==> src/rtl/seg_scan_capture.sv <==
// seg_scan_capture
//   Passive receiver for a multiplexed 8-digit seven-segment bus. It decodes
//   each scanned digit back to a hex code and assembles full frames. A frame
//   is published only after it has repeated MATCH_FRAMES times in a row.
//
//   Optional feature macro: SEG_SCAN_CAPTURE_DP_EN
//     When defined, seg_out[0] (the decimal point) is captured into dp and
//     takes part in the frame compare. When undefined, dp stays 0.
//
//   Ports
//     clk, rst     clock and synchronous active-high reset
//     seg_en[7:0]  digit strobes, active-low, one-hot-low selects a slot
//     seg_out[7:0] segments, active-low: bit7=a ... bit1=g, bit0=dp
//     digits[31:0] published codes, slot k at [4k+3:4k]
//     blank[7:0]   published blank flags
//     dp[7:0]      published decimal points
//     frame_valid  one-cycle pulse per published frame
//     changed      one-cycle pulse with frame_valid when the content changed
//     err          sticky flag for an unrecognised segment pattern
module seg_scan_capture #(
    parameter int unsigned SETTLE       = 4,
    parameter int unsigned MATCH_FRAMES = 2,
    parameter int unsigned TIMEOUT      = 200000
) (
    input  logic        clk,
    input  logic        rst,
    input  logic [7:0]  seg_en,
    input  logic [7:0]  seg_out,
    output logic [31:0] digits,
    output logic [7:0]  blank,
    output logic [7:0]  dp,
    output logic        frame_valid,
    output logic        changed,
    output logic        err
);
    localparam logic [7:0]  SETTLE_C  = SETTLE[7:0];
    localparam logic [3:0]  MATCH_C   = MATCH_FRAMES[3:0];
    localparam logic [23:0] TIMEOUT_C = TIMEOUT[23:0];

    // Returns {bad, blank, code} for an active-low a..g pattern.
    function automatic logic [5:0] decode(input logic [6:0] seg_n);
        logic [6:0] s;
        logic [5:0] r;
        s = ~seg_n;
        case (s)
            7'h7E: r = 6'h00;
            7'h30: r = 6'h01;
            7'h6D: r = 6'h02;
            7'h79: r = 6'h03;
            7'h33: r = 6'h04;
            7'h5B: r = 6'h05;
            7'h5F: r = 6'h06;
            7'h70: r = 6'h07;
            7'h7F: r = 6'h08;
            7'h7B: r = 6'h09;
            7'h77: r = 6'h0A;
            7'h1F: r = 6'h0B;
            7'h4E: r = 6'h0C;
            7'h3D: r = 6'h0D;
            7'h4F: r = 6'h0E;
            7'h47: r = 6'h0F;
            7'h00: r = 6'b01_0000;
            default: r = 6'b10_0000;
        endcase
        return r;
    endfunction

    logic [7:0]  en_q, en_prev_q, so_q;
    logic [7:0]  dwell_q, dwell_d;
    logic [7:0]  seen_q, seen_d;
    logic [23:0] to_q;
    logic [3:0]  match_q, match_d;
    logic [31:0] wcode_q, wcode_d;
    logic [7:0]  wblank_q, wblank_d, wdp_q, wdp_d;
    logic [31:0] prev_code_q, f_code;
    logic [7:0]  prev_blank_q, prev_dp_q, f_blank, f_dp;
    logic [31:0] digits_q;
    logic [7:0]  blank_q, dp_q;
    logic        fv_q, chg_q, err_q;

    logic [7:0]  inv;
    logic        idle, en_chg, smp, smp_dp, complete, publish, differs;
    logic [2:0]  slot;
    logic [5:0]  dec;

`ifdef SEG_SCAN_CAPTURE_DP_EN
    assign smp_dp = ~so_q[0];
`else
    logic unused_dp;
    assign unused_dp = so_q[0];
    assign smp_dp    = 1'b0;
`endif

    always_comb begin
        inv    = ~en_q;
        idle   = !$onehot(inv);
        slot   = 3'd0;
        for (int k = 0; k < 8; k++) begin
            if (inv[k]) slot = 3'(k);
        end
        en_chg = (en_q != en_prev_q);

        // Dwell counter: restart on any strobe change, hold at SETTLE.
        if (idle)                    dwell_d = 8'd0;
        else if (en_chg)             dwell_d = 8'd1;
        else if (dwell_q < SETTLE_C) dwell_d = dwell_q + 8'd1;
        else                         dwell_d = dwell_q;

        // One sample per strobe value, on the cycle the dwell reaches SETTLE.
        smp = !idle && (dwell_d == SETTLE_C) && (en_chg || dwell_q != SETTLE_C);
        dec = decode(so_q[7:1]);

        wcode_d  = wcode_q;
        wblank_d = wblank_q;
        wdp_d    = wdp_q;
        seen_d   = seen_q;
        if (smp) begin
            wcode_d[{slot, 2'b00} +: 4] = dec[3:0];
            wblank_d[slot]              = dec[4];
            wdp_d[slot]                 = smp_dp;
            seen_d[slot]                = 1'b1;
        end

        complete = (seen_q == 8'hFF) || (seen_q != 8'h00 && to_q >= TIMEOUT_C);

        // Completed frame includes any same-cycle sample; unseen slots blank.
        f_code  = 32'h0;
        f_blank = 8'hFF;
        f_dp    = 8'h00;
        for (int k = 0; k < 8; k++) begin
            if (seen_d[k]) begin
                f_code[4*k +: 4] = wcode_d[4*k +: 4];
                f_blank[k]       = wblank_d[k];
                f_dp[k]          = wdp_d[k];
            end
        end

        if ({f_code, f_blank, f_dp} == {prev_code_q, prev_blank_q, prev_dp_q})
            match_d = (match_q == 4'd15) ? 4'd15 : match_q + 4'd1;
        else
            match_d = 4'd1;

        publish = complete && (match_d >= MATCH_C);
        differs = ({f_code, f_blank, f_dp} != {digits_q, blank_q, dp_q});
    end

    // Working buffer contents are qualified by seen_q and need no reset.
    always_ff @(posedge clk) begin
        wcode_q  <= wcode_d;
        wblank_q <= wblank_d;
        wdp_q    <= wdp_d;
    end

    always_ff @(posedge clk) begin
        if (rst) begin
            en_q         <= 8'hFF;
            en_prev_q    <= 8'hFF;
            so_q         <= 8'hFF;
            dwell_q      <= 8'd0;
            seen_q       <= 8'h00;
            to_q         <= 24'd0;
            match_q      <= 4'd0;
            prev_code_q  <= 32'h0;
            prev_blank_q <= 8'h00;
            prev_dp_q    <= 8'h00;
            digits_q     <= 32'h0;
            blank_q      <= 8'hFF;
            dp_q         <= 8'h00;
            fv_q         <= 1'b0;
            chg_q        <= 1'b0;
            err_q        <= 1'b0;
        end else begin
            en_q      <= seg_en;
            so_q      <= seg_out;
            en_prev_q <= en_q;
            dwell_q   <= dwell_d;
            fv_q      <= publish;
            chg_q     <= publish && differs;
            if (smp && dec[5]) err_q <= 1'b1;
            if (complete) begin
                seen_q       <= 8'h00;
                to_q         <= 24'd0;
                match_q      <= match_d;
                prev_code_q  <= f_code;
                prev_blank_q <= f_blank;
                prev_dp_q    <= f_dp;
                if (publish) begin
                    digits_q <= f_code;
                    blank_q  <= f_blank;
                    dp_q     <= f_dp;
                end
            end else begin
                seen_q <= seen_d;
                // Timeout counter only runs while a frame is open.
                to_q   <= (seen_q != 8'h00) ? to_q + 24'd1 : 24'd0;
            end
        end
    end

    assign digits      = digits_q;
    assign blank       = blank_q;
    assign dp          = dp_q;
    assign frame_valid = fv_q;
    assign changed     = chg_q;
    assign err         = err_q;
endmodule

==> config.mk <==
export PLATFORM = sky130hd
export DESIGN_NAME = seg_scan_capture
export DESIGN_NICKNAME = d
export VERILOG_FILES = /design/src/rtl/seg_scan_capture.sv
export SDC_FILE = /design/constraint.sdc
export NUM_CORES = 1
export LEC_CHECK = 0
export BUFFER_PORTS_ARGS = -buffer_cell sky130_fd_sc_hd__buf_2
export CAP_MARGIN = 20
export CORE_MARGIN = 2
export CORE_UTILIZATION = 60
export CTS_CLUSTER_DIAMETER = 100
export DETAILED_ROUTE_END_ITERATION = 16
export PLACE_DENSITY = 0.83
export SYNTH_ARGS = -nofsm -noshare
export SYNTH_HDL_FRONTEND = slang
export SYNTH_SLANG_ARGS = --single-unit
==> constraint.sdc <==
create_clock -name clk -period 7.85 [get_ports clk]
set_input_delay 1.1775 -clock clk [delete_from_list [all_inputs] [get_ports clk]]
set_output_delay 1.1775 -clock clk [all_outputs]
set_load 0.03 [all_outputs]
==> results of run 1 <==
-- sequential cells by signal (all words and copies together), names as in the netlist, 24 cells and up --
signal / cells
prev_code_q: 32
wcode_q: 32
to_q: 24
digits: 32
-- routing by layer --
metal  part of all wire  vias up
li1                   -     4539
met1               0.41     4482
met2               0.47      390
met3              0.076       87
met4              0.038        0
met5                  0        -
-- how the worst min path moves through the flow --
stage / endpoint / slack (ps)
after floorplan: wblank_q[6]$_DFF_P_ / 420
after global placement: wblank_q[5]$_DFF_P_ / 430
after detailed placement: wblank_q[5]$_DFF_P_ / 440
after CTS: wblank_q[5]$_DFF_P_ / 460
after global routing: wdp_q[5]$_DFF_P_ / 470
final: prev_blank_q[6]$_SDFFE_PP0P_ / 460
-- critical path, stage by stage, from the launching register on --
cell	delay [ps]
sky130_fd_sc_hd__dfxtp_1	490
sky130_fd_sc_hd__fa_1	470
sky130_fd_sc_hd__inv_1	80
sky130_fd_sc_hd__fa_1	420
sky130_fd_sc_hd__fa_1	500
sky130_fd_sc_hd__ha_1	170
sky130_fd_sc_hd__inv_1	60
sky130_fd_sc_hd__fa_1	500
sky130_fd_sc_hd__nand4b_1	130
sky130_fd_sc_hd__o21a_1	360
sky130_fd_sc_hd__nor4_1	590
sky130_fd_sc_hd__a21oi_1	370
sky130_fd_sc_hd__a21oi_1	600
sky130_fd_sc_hd__xor2_1	130
sky130_fd_sc_hd__a2111o_1	410
sky130_fd_sc_hd__or4_4	470
sky130_fd_sc_hd__nor4_4	430
sky130_fd_sc_hd__buf_12	370
sky130_fd_sc_hd__mux2i_1	230
sky130_fd_sc_hd__nor2_1	70
-- cells in the mapped netlist (all sizes together) (9+ instances only) --
library cell and number:
mux2i 65, and2 15, dfxtp 214, inv 50, o21ai 28, or2 29, nor3 23, a41oi 10
nor4 34, nand2 141, a211oi 24, nand2b 24, and4 9, buf 12, a31oi 14, clkbuf 57
nand4 22, xnor2 43, and3 11, nor2b 10, nor2 120, nand3 30, ha 10, a21oi 91
xor2 48
-- power groups by stage --
stage | Sequential [W] | Clock [W] | Combinational, W
after global placement | 0.00113 | 0 | 0.000128
after detailed placement | 0.00113 | 0 | 0.000130
final | 0.00111 | 0.00115 | 0.000136
after floorplan | 0.00112 | 0 | 0.000108
after CTS | 0.00111 | 0.00116 | 0.000131
after global routing | 0.00111 | 0.00120 | 0.000150
-- through the flow --
stage / instance area [um2] / total power [W] / std cells / worst slack (ps)
finish: 12100 / 0.00239 / 1553 / 811
global route: 12100 / 0.00246 / 1553 / 502
detailed placement: 11300 / 0.00126 / 1509 / 491
floorplan: 10700 / 0.00123 / 1262 / 1320
CTS: 12100 / 0.00240 / 1551 / 462
global placement: 11300 / 0.00126 / 1509 / 625
-- layout make-up --
| cell class | count | share of cell area |
|---|---|---|
| flip-flops and latches | 214 | 0.354 |
| well taps | 225 | 0.0233 |
| inverters | 50 | 0.0155 |
| clock inverters | 12 | 0.0138 |
| repair buffers | 93 | 0.0452 |
| multi-input cells | 929 | 0.494 |
| clock buffers | 30 | 0.0540 |
-- logic make-up after synthesis --
logic type | Yosys count | share of synthesized area
compound gates | 238 | 0.146
fa+ha+maj | 14 | 0.0192
mux | 73 | 0.0692
other cells | 1 | 0.000350
buf+inv | 119 | 0.0452
flops | 214 | 0.400
xor+xnor | 91 | 0.0744
simple gates | 507 | 0.245
-- layout by cell type (no fill, tap or decap), types with 5 or more instances in the layout --
cell type	synthesis	routed
sky130_fd_sc_hd__o2111ai_1	5	5
sky130_fd_sc_hd__o211ai_1	8	8
sky130_fd_sc_hd__a21oi_1	91	91
sky130_fd_sc_hd__or3_1	8	8
sky130_fd_sc_hd__a31oi_1	14	14
sky130_fd_sc_hd__and3b_1	5	5
sky130_fd_sc_hd__nand3_1	30	30
sky130_fd_sc_hd__nor4_1	29	29
sky130_fd_sc_hd__and3_1	11	11
sky130_fd_sc_hd__a41oi_1	10	10
sky130_fd_sc_hd__ha_1	10	10
sky130_fd_sc_hd__or4_1	6	6
sky130_fd_sc_hd__conb_1	1	6
sky130_fd_sc_hd__buf_2	6	67
sky130_fd_sc_hd__nor3_1	21	21
sky130_fd_sc_hd__clkbuf_16	0	24
sky130_fd_sc_hd__a21o_1	5	5
sky130_fd_sc_hd__nor2_1	120	120
sky130_fd_sc_hd__o31ai_1	5	5
sky130_fd_sc_hd__inv_1	50	49
sky130_fd_sc_hd__a211oi_1	23	23
sky130_fd_sc_hd__clkinv_2	0	6
sky130_fd_sc_hd__nand2_1	141	141
sky130_fd_sc_hd__nand2b_1	24	24
sky130_fd_sc_hd__mux2i_1	65	65
sky130_fd_sc_hd__nor2b_1	10	10
sky130_fd_sc_hd__dfxtp_1	214	214
sky130_fd_sc_hd__xnor2_1	43	43
sky130_fd_sc_hd__nand4b_1	5	5
sky130_fd_sc_hd__nand4_1	22	22
sky130_fd_sc_hd__o21a_1	6	6
sky130_fd_sc_hd__and2_1	15	15
sky130_fd_sc_hd__buf_4	3	24
sky130_fd_sc_hd__and4_1	9	9
sky130_fd_sc_hd__o21ai_0	28	27
sky130_fd_sc_hd__mux2_2	7	7
sky130_fd_sc_hd__xor2_1	48	48
sky130_fd_sc_hd__or2_2	29	29
==> results by stage, run 1 <==
Global routing:
- The global-route track usage on met1 is 0.377.
- The routing layer with the top usage in global route is met2.
- The number of antenna violations at the first check in global routing is 0.
- The total track usage is 0.295.
- The number of global-route vias before repair is 8810.
- The met3 track utilization from global routing is 0.0530.
- The wire length of the first global-routing pass is approximately 45000 um.
- Entering global routing, the biggest net connects 93 pins.
- The total overflow left after global routing is 0.
- The met2 global-route usage is 0.497.

CTS:
- Clock latency on the worst-skew pair, taken at its later pin, is 540 ps.
- The clock transition at the registers of the reported paths is roughly 60 ps.
- The number of hold buffers added after cts is 0.
- TritonCTS built the clock tree.
- The post-CTS setup repair buffer count is 0.
- The number of sinks on the clock net is 214.
- CTS built an H-tree with a depth of 1.
- The root buffer cell is sky130_fd_sc_hd__clkbuf_16.
- Post-CTS repair changed the size of 0 cells.
- Buffers inserted during clock tree synthesis total 24.
- The worst-case clock buffer depth is 3.

Flow run:
- Max-cap violations in this run came to 0.

Power:
- The share of total power dissipated in the clock network is 0.480.
- The switching power of the nets is approximately 0.00056 W.
- The fraction of power consumed by combinational cells is 0.057.
- The maximum resistive drop on vdd is 0.212 mV.
- Summed over all cells, the static leakage comes to roughly 4.7 nW.
- The switching share of total power is 0.235.
- The ratio of total power to cell area is between 150 and 200 mW/mm2.
- The internal power contribution is 0.00183 W.
- The portion of total power attributed to sequential cells is 0.464.

Hold path:
- The worst hold path begins at prev_blank_q[6]$_SDFFE_PP0P_.
- The cell depth of the worst min-delay path is 2.
- In this run the worst hold path is classified as reg2reg.

Critical path:
- In this run the worst setup path terminates at dp[6]$_SDFFE_PP0P_.
- The worst setup path is launched from a flip-flop.
- The nature of the critical path endpoint is a flip-flop.
- The depth of the worst register-to-register path is 19.
- The launch point of the worst path is en_q[3]$_SDFF_PP1_.
- The critical path required time is 8200 ps.
- The worst register-to-register path begins at en_q[3]$_SDFF_PP1_.
- Along the worst path, the maximum fanout reaches 48.
- The critical path is of the reg2reg type.
- The data arrival time of the worst path is 7390 ps.
- In this run the register-to-register setup slack is 810 ps.
- The capturing point of the worst reg2reg path is dp[6]$_SDFFE_PP0P_.

Cells and area:
- At the end of the flow, the number of nets in the layout was roughly 1300.
- The register area is ~0.0043 mm2.
- The antenna diode count is 0.
- The synthesis-to-finish area growth is 12.9%.
- The fill cell instance count of the final layout is about 1300.
- In the final layout, the share of cells above drive strength 1 is 0.139.
- Measured on the finished design, the core utilization comes to 0.697.
- The area of combinational cells with multiple inputs is 0.00597 mm2.

Yosys:
- The synthesized netlist occupies a cell area of 0.0107 mm2.
- The share of synthesized area occupied by flip-flops and latches is 0.400.
- The share of synthesized area in the top cell type comes to 0.400.
- After synthesis, the cell types taking the most area are sky130_fd_sc_hd__dfxtp_1 (40%), sky130_fd_sc_hd__mux2i_1 (6.1%), sky130_fd_sc_hd__nand2_1 (4.9%), sky130_fd_sc_hd__a21oi_1 (4.3%), sky130_fd_sc_hd__nor2_1 (4.2%).
- The average instance in the mapped netlist occupies approximately 8.5 um2.
- The top cell type by total area after synthesis is sky130_fd_sc_hd__dfxtp_1.
- The synthesized instance count is 1257.
- After synthesis, the share of flip-flops with an asynchronous set or reset is 0.
- Counting flops with a built-in enable in the synthesized netlist gives 0.
- The Yosys warning count is 0.
- The synthesized flop and latch total is 214.
- The distinct cell type count of the synthesized netlist is between 70 and 80.
- The most used flip-flop cell after synthesis is sky130_fd_sc_hd__dfxtp_1.

Floorplan:
- The count of standard-cell rows is 48.
- The floorplan step defined a core boundary enclosing 0.0174 mm2.
- The initial core utilization is 0.617.
- Measured along the x axis, the die boundary spans 138 um.
- The die outline height is 138 um.
- During I/O placement, the number of pins put on the boundary was 69.
- The die area is 0.0189 mm2.

Placed design:
- At the end of routability-driven placement, the weighted congestion stood at 0.967.
- Once detailed placement completed, the half-perimeter wirelength came to ~19000 um.
- Input and output buffers added on the ports amount to 67.

Route:
- The count of nets left with antenna violations after detail routing is 0.
- The number of detailed-routing iterations run before antenna repair is 7.
- Dividing the detail-routed via count by the number of cells gives between 6 and 7.
- The detailed router's first-iteration violation count is 908.
- The total wire length is 27900 um.
- In the final routed layout, each cell accounts on average for 17.9 um.
- After detailed routing, the number of remaining DRC violations is 0.
- The via count is roughly 9500.

Timing:
- The slew at the pin with the worst max-slew slack is 1160 ps.
- Dividing the final minimum period by the clock period gives 0.897.
- The final-report hold violation count is 0.
- Setup violations remaining at the end of the flow were counted as 0.
- The worst pin sits at a relative slew slack of 0.222.
- Setup repair after global routing left no endpoint under its margin.
- The maximum clock frequency is 0.142 GHz.
- Subtracting the final worst setup slack from the clock period gives 7040 ps.
- The tightest hold path in the finished design has a slack of 462 ps.
- The clock tree skew after final layout is 30.8 ps.
- The final count of pins violating max slew is 0.
- Summed over all failing endpoints, the final setup total negative slack is 0 ps.

Outcome:
- The run finished with clean final reports.
(Power assumes the default switching activity.)
==> run 2, diff against run 1 <==
==> config.mk (replaced) <==
export PLATFORM = sky130hd
export DESIGN_NAME = seg_scan_capture
export DESIGN_NICKNAME = d
export VERILOG_FILES = /design/src/rtl/seg_scan_capture.sv
export SDC_FILE = /design/constraint.sdc
export NUM_CORES = 1
export LEC_CHECK = 0
export CAP_MARGIN = 20
export CORE_ASPECT_RATIO = 1.75
export CORE_UTILIZATION = 60
export CTS_CLUSTER_DIAMETER = 100
export DETAILED_ROUTE_END_ITERATION = 16
export DONT_BUFFER_PORTS = 1
export PLACE_DENSITY = 0.8
export SYNTH_ARGS = -nofsm -noshare
export SYNTH_HDL_FRONTEND = slang
export SYNTH_SLANG_ARGS = --single-unit
==> results by stage, run 2 (same netlist as run 1, synthesis figures left out) <==
CTS:
- The root buffer cell chosen for the clock tree is sky130_fd_sc_hd__clkbuf_16.
- Buffers added to address setup during post-CTS repair amount to 0.
- For the worst-skew pair, the clock arrives at the later sink with an insertion delay of roughly 510 ps.
- The number of sinks on the clock net is 214.
- The CTS buffer count is 21.
- Buffers inserted to repair hold after CTS numbered 0.
- In this run the number of H-tree levels came out at 1.
- Clock-pin slew was measured on the worst setup and hold paths at 70 ps.
- The longest clock path from root to sink contains 3 buffers.
- The TritonCTS clock tree is yes.
- Post-CTS repair changed the size of 0 cells.

Floorplan:
- The die area is 0.0184 mm2.
- The horizontal die dimension is just over 100 um.
- The number of top-level design ports is 69.
- The die outline height is 179 um.
- The placeable core region is around 0.017 mm2.
- For this configuration, the core starts out at a cell density of 0.613.
- In this run the core area contains 64 standard-cell rows.

Timing:
- The tightest slew margin relative to the limit is 0.264.
- Timing would allow up to 0.142 GHz.
- The final count of pins violating max slew is 0.
- The share of the clock period used by the worst path after layout is 0.896.
- The slew at the pin with the worst max-slew slack is 1100 ps.
- The final worst hold slack is 456 ps.
- Setup repair after global routing left no endpoint under its margin.
- The setup-violating endpoint count in the final report is 0.
- The final period demand of the worst path is 7040 ps.
- The final-report hold violation count is 0.
- The clock tree skew after final layout is 12.1 ps.
- After routing, the total negative slack on setup checks comes to 0 ps.

Hold path:
- The worst hold path begins at wblank_q[6]$_DFF_P_.
- The type of the most critical hold path is reg2reg.
- Counting instances, the worst hold path has a depth of 2.
- The end point of the most critical hold path is wblank_q[6]$_DFF_P_.

Route:
- Dividing the detail-routed via count by the number of cells gives 6.15.
- After detailed routing, the total wire length is 28800 um.
- The count of nets left with antenna violations after detail routing is 0.
- The met2 routed wirelength is 14300 um.
- The detail-routed net length per standard cell is 19.4 um.
- In the routed design, unresolved DRC markers number 0.
- The detailed router's first-iteration violation count is 760.
- The routed length on met1 is 10700 um.
- For this run, the detailed router's first-pass iteration total came to 5.
- Detailed routing placed a total of 1380 um of wire on met3.
- For this block, the via count after detailed routing is 9132.
- In this run the top signal layer used is met4.

Critical path:
- The nature of the critical path endpoint is a flip-flop.
- Along the worst path, the maximum fanout reaches 45.
- The critical path is of the reg2reg type.
- The depth of the worst register-to-register path is 19.
- The worst setup slack for register-to-register paths is 810 ps.
- The data arrival time of the worst path is 7430 ps.
- The critical path required time is 8240 ps.
- The start of the worst register-to-register path is en_q[3]$_SDFF_PP1_.
- STA classifies the critical path startpoint as a flip-flop.
- The capturing point of the worst reg2reg path is blank[6]$_SDFFE_PP1P_.

Global routing:
- The number of global-route vias before repair was 8866.
- After global routing the overflow that remains totals 0.
- The total track usage is 0.323.
- Entering global routing, the biggest net connects 131 pins.
- The wire length of the first global-routing pass is around 46000 um.
- The number of antenna violations at the first check in global routing is 0.

Cells and area:
- The final net count is between 1000 and 1500.
- Relative to the synthesized area, the layout overhead comes to 9.10%.
- The repair_antennas step left the layout with diodes totalling 0.
- In the layout the commonest cells are sky130_fd_sc_hd__dfxtp_1 (214), sky130_fd_sc_hd__nand2_1 (141), sky130_fd_sc_hd__nor2_1 (120).
- Once layout is done, the placed cells without fillers occupy 0.0117 mm2.
- Leaving out fill and tap cells, the most frequent cell in the layout is sky130_fd_sc_hd__dfxtp_1.
- After filler insertion, the fill cell instance count of the layout stands at 1499.
- For this run, the number of standard cells in the final layout without fillers is 1486.
- In the final layout, the share of cells above drive strength 1 is 0.0892.

Placed design:
- The global placer's final weighted congestion is ~0.96.
- After detailed placement, the total cell area comes to about 0.011 mm2.
- The placed wire-length estimate after detailed placement is ~21000 um.
- During placement, the flow inserted port buffers numbering 0.
- Including well taps, the total number of placed cells is roughly 1500.

Power:
- In this run the static leakage power is about 4.4 nW.
- For this design the ratio of total power to cell area is 199 mW/mm2.
- The maximum resistive drop on vdd is 0.286 mV.
- The completed layout was analyzed and its total power is 0.00232 W.

Flow run:
- The number of max-cap violations is 0.

Outcome:
- The flow ran to the end, and the final reports show no timing, DRC or antenna violations.
## run 2: changes by cell type in the layout (fill, tap and decap cells not counted), sizes merged
| cell | change |
|---|---|
| clkinv | -4 |
| buf | -67 |
| inv | -1 |
| clkinvlp | -1 |
## run 2: per-stage QoR
stage,setup slack [ps],util
6_report,813,0.669
5_1_grt,268,0.669
4_1_cts,811,0.669
3_5_place_dp,867,0.627
3_3_place_gp,988,0.627
2_1_floorplan,1320,-
## run 2: cell type report
| type | instances | area [um2] | area share |
|---|---|---|---|
| repair buffers | 26 | 208 | 0.0178 |
| multi-input cells | 929 | 5970 | 0.511 |
| clock inverters | 6 | 105 | 0.00900 |
| flip-flops and latches | 214 | 4280 | 0.367 |
| clock buffers | 30 | 639 | 0.0547 |
| well taps | 231 | 289 | 0.0247 |
| inverters | 50 | 188 | 0.0161 |
## run 2: routing by layer
layer  GRT usage  vias to the layer above
met5           0                        -
met2       0.554                      306
met4       0.245                        0
met3      0.0472                      127
met1       0.352                     4295
li1            -                     4404
## run 2: critical path, stage by stage (launching register included)
cell                       delay, ps
sky130_fd_sc_hd__dfxtp_1         550
sky130_fd_sc_hd__fa_1            490
sky130_fd_sc_hd__inv_1            80
sky130_fd_sc_hd__fa_1            430
sky130_fd_sc_hd__fa_1            490
sky130_fd_sc_hd__ha_1            150
sky130_fd_sc_hd__inv_1            50
sky130_fd_sc_hd__fa_1            510
sky130_fd_sc_hd__nand4b_1        140
sky130_fd_sc_hd__o21a_1          350
sky130_fd_sc_hd__nor2_1          630
sky130_fd_sc_hd__a41oi_1         270
sky130_fd_sc_hd__a211oi_1        690
sky130_fd_sc_hd__xor2_1          130
sky130_fd_sc_hd__a2111o_1        370
sky130_fd_sc_hd__or4_4           470
sky130_fd_sc_hd__nor4_4          390
sky130_fd_sc_hd__buf_12          340
sky130_fd_sc_hd__mux2i_1         240
sky130_fd_sc_hd__nand2b_1         80
## run 2: worst max path at each step
stage	start	endpoint	slack (ps)	depth (start not counted)
5_1_grt	en_q[3]$_SDFF_PP1_	blank[5]$_SDFFE_PP1P_	270	19
3_3_place_gp	en_q[3]$_SDFF_PP1_	changed$_SDFF_PP0_	990	19
4_1_cts	en_q[3]$_SDFF_PP1_	blank[6]$_SDFFE_PP1P_	810	19
2_1_floorplan	en_q[3]$_SDFF_PP1_	digits[24]$_SDFFE_PP0P_	1320	21
3_5_place_dp	en_q[3]$_SDFF_PP1_	blank[5]$_SDFFE_PP1P_	870	19
6_report	en_q[3]$_SDFF_PP1_	blank[6]$_SDFFE_PP1P_	810	19
## run 2: report_power, final
| part | switching, W | internal, W | total (W) |
|---|---|---|---|
| Clock | 0.000427 | 0.000662 | 0.00109 |
| Combinational | 0.0000845 | 0.0000412 | 0.000126 |
| Sequential | 0.0000143 | 0.00109 | 0.00111 |
==> run 3, diff against run 2 <==
==> constraint.sdc (replaced) <==
create_clock -name clk -period 7.85 [get_ports clk]
set_input_delay 1.57 -clock clk [delete_from_list [all_inputs] [get_ports clk]]
set_output_delay 1.57 -clock clk [all_outputs]
set_load 0.03 [all_outputs]
==> results by stage, run 3 (same netlist as run 1, synthesis figures left out) <==
Outcome:
- The run finished with clean final reports.

Route:
- Using the TritonRoute via totals, the vias-per-cell ratio works out to 6.20.
- The first TritonRoute pass finished after 5 iterations.
- The detail-routed net length per standard cell is 19.8 um.
- The detailed router's first-iteration violation count is between 700 and 800.
- The residual DRC count is 0.
- The via count is 9227.
- The total wire length is 29500 um.
- The count of nets left with antenna violations after detail routing is 0.

Flow run:
- The tool flagged a number of max-cap violations equal to 0.

Timing:
- Across the routed clock network, the largest skew measured is 14.2 ps.
- Of the available clock period, the critical path in the final layout requires 0.882.
- The setup-violating endpoint count in the final report is 0.
- At the pin with the least slew margin, the transition time is 1230 ps.
- Setup total negative slack on the finished layout was measured at 0 ps.
- The smallest clock period supported by the final layout is computed as a little under 7000 ps.
- The final-report hold violation count is 0.
- The tightest slew margin relative to the limit is 0.169.
- Timing would allow up to 0.144 GHz.
- Setup repair after global routing left no endpoint under its margin.
- The final count of pins violating max slew is 0.

Global routing:
- The wire length of the first global-routing pass is 45700 um.
- Entering global routing, the biggest net connects 131 pins.
- Across every metal layer, demand over resource in global routing totals 0.325.
- The total congestion overflow after global routing is 0.
- The number of antenna violations at the first check in global routing is 0.
- The number of global-route vias before repair was 8910.

Critical path:
- The nature of the critical path endpoint is a flip-flop.
- The endpoint identified for the worst register-to-register timing path is changed$_SDFF_PP0_.
- The critical path required time is 8250 ps.
- At the worst endpoint, the arrival time is between 7000 and 8000 ps.
- The worst setup path is of the reg2reg kind.
- Across all register-to-register paths, the minimum setup slack is about 930 ps.
- The worst register-to-register path begins at en_q[3]$_SDFF_PP1_.
- The worst setup path is launched from a flip-flop.
- The maximum fanout encountered on the critical timing path is 11.
- The depth of the worst register-to-register path is 17.

Cells and area:
- The final net count is 1275.
- The leading cell type in the layout, fill and taps excluded is sky130_fd_sc_hd__dfxtp_1.
- The final core area utilization is 0.668.
- In the final layout, the share of cells above drive strength 1 is 0.0883.
- The area growth from synthesis to layout is 8.91%.
- The antenna diode count is 0.
- The top cell types in the final layout, fill and taps aside, are sky130_fd_sc_hd__dfxtp_1 (214), sky130_fd_sc_hd__nand2_1 (141), sky130_fd_sc_hd__nor2_1 (120).

Floorplan:
- The placeable core region is 0.0175 mm2.
- The die is 179 um tall.
- The number of top-level design ports is 69.
- The initial utilization of the core area, before any placement, comes to 0.613.
- The count of standard-cell rows is 64.
- The die covers ~0.018 mm2.
- The horizontal die dimension is 103 um.

Hold path:
- The path with the worst hold slack has its endpoint at prev_blank_q[7]$_SDFFE_PP0P_.
- The type of the most critical hold path is reg2reg.
- The cell depth of the worst min-delay path is 2.
- The worst hold path startpoint is prev_blank_q[7]$_SDFFE_PP0P_.

CTS:
- Clock tree synthesis found a total of 214 sinks.
- The TritonCTS clock tree is yes.
- The root buffer cell is sky130_fd_sc_hd__clkbuf_16.
- CTS built an H-tree with a depth of 1.
- The post-cts repair resize count is 0.
- The number of hold buffers added after cts is 0.
- After clock tree synthesis, the clock-pin slew on the worst setup and hold paths is ~60 ps.
- The clock latency reported for the late side of the worst-skew pair is slightly above 500 ps.
- Clock tree synthesis inserted a total of 21 buffers.
- The clock passes through at most 3 buffers.
- In this run the post-CTS setup repair buffer count came out at 0.

Power:
- The fraction of power consumed by combinational cells is 0.055.
- Of the total power, the clock network draws 0.463.
- In this run the power density over the cells is 197 mW/mm2.
- The maximum resistive drop on vdd is roughly 0.21 mV.
- Of the total power, the share spent switching nets is 0.232.
- The analysis attributes to cell leakage a power of 4.34 nW.
- The switching power of the nets is 0.000532 W.
- Of the total power, registers draw 0.483.
- Internal power comes to 0.00177 W.

Placed design:
- The global placer's final weighted congestion is 0.968.
- Summed over all nets, the half-perimeter wirelength after detailed placement is 20900 um.
- The port buffer count is 0.
run 3: changes by cell type in the layout (fill, tap and decap cells not counted), sizes merged:
cell / delta
inv: +1
clkbuf: -1
buf: +1
clkinvlp: +1
run 3: cell type report:
cell class	instances	area, um2
well taps	231	289
inverters	50	188
multi-input cells	929	5970
clock inverters	8	121
flip-flops and latches	214	4280
repair buffers	27	215
fillers	1449	5790
clock buffers	29	596
run 3: power by group through the flow:
stage,Clock (W),Sequential [W],Combinational [W]
floorplan,0,0.00112,0.000108
global placement,0,0.00113,0.000119
detailed placement,0,0.00113,0.000123
CTS,0.00107,0.00111,0.000124
global route,0.00112,0.00111,0.000141
finish,0.00106,0.00111,0.000125
run 3: per-layer routing:
layer	global-route usage	routed length, um	vias up
li1	-	-	4390
met3	0.0468	1840	124
met1	0.353	10500	4333
met2	0.562	14800	380
met5	0	0	-
met4	0.242	2430	0
run 3: how the worst max path moves through the flow:
stage,start,to,cells past startpoint,slack [ps]
after floorplan,en_q[3]$_SDFF_PP1_,digits[24]$_SDFFE_PP0P_,21,1320
final,en_q[3]$_SDFF_PP1_,changed$_SDFF_PP0_,17,930
after detailed placement,en_q[3]$_SDFF_PP1_,blank[6]$_SDFFE_PP1P_,20,1030
after global placement,en_q[3]$_SDFF_PP1_,changed$_SDFF_PP0_,20,1130
after CTS,en_q[3]$_SDFF_PP1_,digits[10]$_SDFFE_PP0P_,20,960
after global routing,en_q[3]$_SDFF_PP1_,blank[5]$_SDFFE_PP1P_,19,400
run 3: worst max-delay path, cell delays in order (launching register included):
cell and delay [ps]:
sky130_fd_sc_hd__dfxtp_1 540, sky130_fd_sc_hd__fa_1 480, sky130_fd_sc_hd__inv_1 90, sky130_fd_sc_hd__fa_1 430, sky130_fd_sc_hd__fa_1 490, sky130_fd_sc_hd__ha_1 150, sky130_fd_sc_hd__inv_1 50, sky130_fd_sc_hd__fa_1 510
sky130_fd_sc_hd__nand4b_1 120, sky130_fd_sc_hd__o21ai_0 420, sky130_fd_sc_hd__nand2_1 380, sky130_fd_sc_hd__o41ai_1 1170, sky130_fd_sc_hd__o21ai_0 510, sky130_fd_sc_hd__nand2_1 270, sky130_fd_sc_hd__o21ai_0 100, sky130_fd_sc_hd__nor4_1 630
sky130_fd_sc_hd__nand4_1 200, sky130_fd_sc_hd__o31a_1 280
run 3: per-stage QoR:
step	instances	total power (W)	area, um2	hold WS, ps	setup slack [ps]
CTS	1488	0.00231	11700	455	962
global route	1488	0.00237	11700	476	402
detailed placement	1451	0.00126	10900	440	1030
floorplan	1262	0.00123	10700	416	1320
global placement	1451	0.00125	10900	427	1130
finish	1488	0.00230	11700	457	928
